## src/rtl/screen_rx_module.sv

```systemverilog
// screen_rx_module: 8N1 UART receiver with a valid/ready byte output, framing and overrun flags.
// Define SCREEN_RX_PARITY_EN to expect an even-parity bit after the data bits.
module screen_rx_module #(
  parameter int BAUD_DIV  = 5208,
  parameter int DATA_BITS = 8
) (
  input  logic                 clk,
  input  logic                 reset,
  input  logic                 rx_in,
  output logic [DATA_BITS-1:0] out_data,
  output logic                 out_valid,
  input  logic                 out_ready,
  output logic                 frame_err,
  output logic                 overrun,
  output logic                 parity_err
);
  localparam int DW = $clog2(BAUD_DIV);
  localparam int BW = $clog2(DATA_BITS + 1);
  localparam logic [DW-1:0] HALF = DW'(BAUD_DIV / 2 - 1);
  localparam logic [DW-1:0] FULL = DW'(BAUD_DIV - 1);
  localparam logic [BW-1:0] LAST = BW'(DATA_BITS - 1);
  typedef enum logic [2:0] {IDLE, START, DATA, PARITY, STOP, WAIT_HIGH} state_t;
`ifdef SCREEN_RX_PARITY_EN
  localparam state_t AFTER_DATA = PARITY;
  logic pbad_q;
`else
  localparam state_t AFTER_DATA = STOP;
`endif
  state_t               state_q;
  logic [1:0]           sync_q;
  logic [DW-1:0]        div_q;
  logic [BW-1:0]        bit_q;
  logic [DATA_BITS-1:0] shift_q, data_q;
  logic                 valid_q, ferr_q, ovr_q, perr_q;
  logic                 rx_s, tick;
  assign rx_s       = sync_q[1];
  assign tick       = div_q == FULL;
  assign out_data   = data_q;
  assign out_valid  = valid_q;
  assign frame_err  = ferr_q;
  assign overrun    = ovr_q;
  assign parity_err = perr_q;
  always_ff @(posedge clk) begin
    if (reset) begin
      state_q <= IDLE;
      sync_q  <= 2'b11;
      div_q   <= '0;
      bit_q   <= '0;
      shift_q <= '0;
      data_q  <= '0;
      valid_q <= 1'b0;
      ferr_q  <= 1'b0;
      ovr_q   <= 1'b0;
      perr_q  <= 1'b0;
`ifdef SCREEN_RX_PARITY_EN
      pbad_q  <= 1'b0;
`endif
    end else begin
      sync_q <= {sync_q[0], rx_in};
      div_q  <= div_q + 1'b1;
      ferr_q <= 1'b0;
      ovr_q  <= 1'b0;
      perr_q <= 1'b0;
      if (valid_q && out_ready) valid_q <= 1'b0;
      case (state_q)
        IDLE: begin
          div_q <= '0;
          if (!rx_s) state_q <= START;
        end
        START: if (div_q == HALF) begin
          div_q   <= '0;
          bit_q   <= '0;
          state_q <= rx_s ? IDLE : DATA;
        end
        DATA: if (tick) begin
          div_q   <= '0;
          shift_q <= {rx_s, shift_q[DATA_BITS-1:1]};
          bit_q   <= bit_q + 1'b1;
          if (bit_q == LAST) state_q <= AFTER_DATA;
        end
`ifdef SCREEN_RX_PARITY_EN
        PARITY: if (tick) begin
          div_q   <= '0;
          pbad_q  <= ^shift_q ^ rx_s;
          state_q <= STOP;
        end
`endif
        STOP: if (tick) begin
          div_q <= '0;
`ifdef SCREEN_RX_PARITY_EN
          perr_q <= pbad_q;
`endif
          // A waiting byte may only be replaced if it is being accepted this same cycle
          if (rx_s) begin
            state_q <= IDLE;
            if (!valid_q || out_ready) begin
              data_q  <= shift_q;
              valid_q <= 1'b1;
            end else ovr_q <= 1'b1;
          end else begin
            ferr_q  <= 1'b1;
            state_q <= WAIT_HIGH;
          end
        end
        WAIT_HIGH: if (rx_s) state_q <= IDLE;
        default: state_q <= IDLE;
      endcase
    end
  end
endmodule

```

## config.mk

```make
export PLATFORM = sky130hd
export DESIGN_NAME = screen_rx_module
export DESIGN_NICKNAME = d
export VERILOG_FILES = /design/src/rtl/screen_rx_module.sv
export SDC_FILE = /design/constraint.sdc
export NUM_CORES = 1
export LEC_CHECK = 0
export CAP_MARGIN = 10
export CORE_MARGIN = 2
export CORE_UTILIZATION = 50
export CTS_BUF_LIST = sky130_fd_sc_hd__clkbuf_4 sky130_fd_sc_hd__clkbuf_8
export CTS_CLUSTER_DIAMETER = 100
export DETAILED_ROUTE_END_ITERATION = 7
export PLACE_DENSITY = 0.7
export SETUP_SLACK_MARGIN = 0.05
export SLEW_MARGIN = 15
export SYNTH_ARGS = -nofsm -noshare
export SYNTH_HDL_FRONTEND = slang
export SYNTH_SLANG_ARGS = --single-unit
```

## constraint.sdc

```tcl
create_clock -name clk -period 5 [get_ports clk]
set_clock_uncertainty 0.2 [all_clocks]
set_input_delay 0.75 -clock clk [delete_from_list [all_inputs] [get_ports clk]]
set_output_delay 0.75 -clock clk [all_outputs]
set_load 0.01 [all_outputs]
```

==> summary.md <==
| Metric | Value |
|---|---|
| Clock latency on the worst-skew pair | `roughly 290 ps` |
| WP data required | `between 4000 and 5000 ps` |
| Die W | `66.6 um` |
| Post-DP HPWL | `2.80 mm` |
| Critical Path Sink Type | `flop` |
| Die Height | `66.6 um` |
| First-pass GRT wire length | `7.00 mm` |
| I/O pins | `16` |
| Pin count of the biggest net entering global routing | `38` |
| Worst min path class | `reg2reg` |
| Register area share after synthesis | `41.9%` |
| Part of the power in registers | `57.0%` |
| Vias in the first global route | `1,564` |
| Core area | `~0.0037 mm^2` |
| H-tree depth | `2` |
| Final Wtd Congestion | `0.802` |
| Ys async rst share | `0%` |
| Pwr Total | `601 uW` |
| CP Launch Type | `flop` |
| CP max FO | `12` |
| # DRC | `0` |
| Worst slew pin tran | `1060 ps` |
| Dpl ws | `2450 ps` |
| Clock share of power | `36.3%` |
| Top cells by area, synth | `dfxtp_1 (42%), a21oi_1 (5.4%), nand4_1 (3.8%)` |
| Router iterations before antenna repair | `4` |
| Slew Limit Headroom | `29.0%` |
| NumNets Final | `231` |
| Layout cells sized above 1 | `under 10%` |
| Top-count cell post-synth | `dfxtp_1` |
| Port bufs | `14` |
| Initial Utilization | `52.8%` |
| Max capacitance violation total | `0` |
| Full die area | `0.00444 mm^2` |
| Hold buffers post-CTS | `0` |
| Comb pwr share | `under 10%` |
| Root Buffer | `clkbuf_8` |
| Post-synth EDFFs | `0` |
| Max clock buf depth | `2` |
| Antenna-violating nets left | `0` |
| Net Sw Power | `141 uW` |
| Dominant cell type by area after synthesis | `dfxtp_1` |
| Fin. max-slew vios | `0` |
| Synthesized area | `roughly 0.002 mm^2` |
| Area after DPL | `roughly 0.0021 mm^2` |
| Synth unique cells | `49` |
| First DRT Iteration DRCs | `120` |
| CTS resizes | `0` |
| Crit path time final | `2530 ps` |
| Wire length per cell | `14.7 um` |
| Syn avg cell area | `8.87 um^2` |
| Total CTS buffers | `5` |
| Fin crit share | `50.7%` |
| Power Density | `between 200 and 300 mW/mm^2` |
| P_int | `460 uW` |
| Top_reg_cell synth | `dfxtp_1` |
| Top cell type's share of synthesized area | `a little over two fifths` |
| Leak | `0.644 nW` |
| Post-Route WL | `~4 mm` |
| Sw Share | `between 20% and 30%` |
| Vias post-DR | `1,658` |
| Synth Instances | `around 220` |
| Area Overhead vs Synth | `11.0%` |
| Crit path DAT | `2510 ps` |
| Overflow after GRT | `0` |
| CTS tree | `yes` |
| Post-synth top cells | `dfxtp_1 (41), a21oi_1 (21), nor2_1 (16)` |
| Clk slew on worst S/H paths | `70 ps` |
| Peak VDD IR | `0.170 mV` |
| Final Cell Area | `0.00218 mm^2` |
| Post-synthesis register bit count | `41` |
| Final Hold Viols | `0` |
| Syn. warnings | `0` |
| Tot GR Track Use | `20.4%` |
| Final Worst Setup Slack | `2470 ps` |
| Vias/cell | `6.07` |
| ANT cells | `0` |
| Syn nets | `227` |
| Outcome | `finished, final reports clean` |
| TNS Setup | `0 ps` |
| Final core utilization | `58.6%` |
| Post CTS Setup Buffer Count | `0` |
| Highest Clock Rate | `0.395 GHz` |
| Clk sinks | `41` |
| RSZ-0062 raised after global routing | `no` |
| Initial antenna violation count | `0` |
| Setup violations, final | `0` |
| WS Path Type | `reg2reg` |
| FP Rows | `22` |
metrics by stage:
stage,hold WS (ps),std cells
floorplan,183,221
global placement,196,266
detailed placement,202,266
CTS,216,273
global route,260,273
finish,215,273
state kept, by name, summed over array words and instances, names as in the netlist:
name,count
overrun,1
out_valid,1
sync_q,2
out_data,8
frame_err,1
shift_q,8
state_q,3
bit_q,4
div_q,13
layout make-up:
cell class                      count  area, um^2
Clock buffer                        6        82.6
Clock inverter                      1        7.51
Fill cell                         342        1540
Inverter                            2        7.51
Multi-Input combinational cell    160        1050
Sequential cell                    41         821
Tap cell                           48        60.1
Timing Repair Buffer               15         148
layout by cell type, fill, tap and decap left out, drive strengths merged, types with 3 or more instances in the layout:
cell,netlist,layout
or2,3,3
clkdlybuf4s50,0,14
nor2,16,16
nor3,4,4
nand4bb,4,4
dfxtp,41,41
nand2b,9,9
nor3b,3,3
nand2,4,4
nor2b,3,3
a21oi,21,21
nand4b,3,3
nand3,12,12
or3,3,3
nand4,12,12
or4,3,3
o31ai,9,9
o21ai,13,13
o211ai,5,5
nor4,3,3
clkbuf,11,6
xor2,8,8
worst max-delay path: stages (launching register included):
cell	delay [ps]
dfxtp_1	360
or4b_1	600
nor4_2	890
a21bo_2	300
o21ai_1	70
path summary, 6_finish.rpt:
check | endpoint | slack, ps | startpoint | cells after the start
setup / recovery | bit_q[3] | 2470 | div_q[3] | 4
hold reg to reg | sync_q[1] | 210 | sync_q[0] | 1
hold / removal | sync_q[1] | 210 | sync_q[0] | 1
setup reg to reg | bit_q[3] | 2470 | div_q[3] | 4
power groups by stage:
stage | Clock [mW] | Combinational (mW) | Sequential (mW)
3_5_place_dp | 0 | 0.0405 | 0.350
4_1_cts | 0.221 | 0.0407 | 0.343
2_1_floorplan | 0 | 0.0421 | 0.342
5_1_grt | 0.237 | 0.0445 | 0.346
6_report | 0.218 | 0.0405 | 0.343
3_3_place_gp | 0 | 0.0394 | 0.350
logic make-up after synthesis:
group                      after synthesis  share of synthesized area (%)
AOI/OAI and AO/OA                       54                           16.8
and+or+nand+nor                         92                           30.2
buffers and inverters                   20                           4.53
adders and majority gates                2                           1.28
DFF                                     41                           41.9
xor gates and xnor gates                 9                           4.02
other                                    1                          0.191
muxes                                    2                           1.02
per-layer routing:
| metal | GRT usage, % | vias to the layer above | wire length, um | share of wire (%) |
|---|---|---|---|---|
| met5 | 0 | - | 0 | 0 |
| met4 | 7.65 | 0 | 55 | 1.4 |
| met3 | 4.05 | 7 | 163 | 4.1 |
| met2 | 35.5 | 39 | 2000 | 50 |
| met1 | 24.6 | 788 | 1800 | 45 |
| li1 | - | 824 | - | - |
Note: power is estimated with default switching activity, not from simulation.
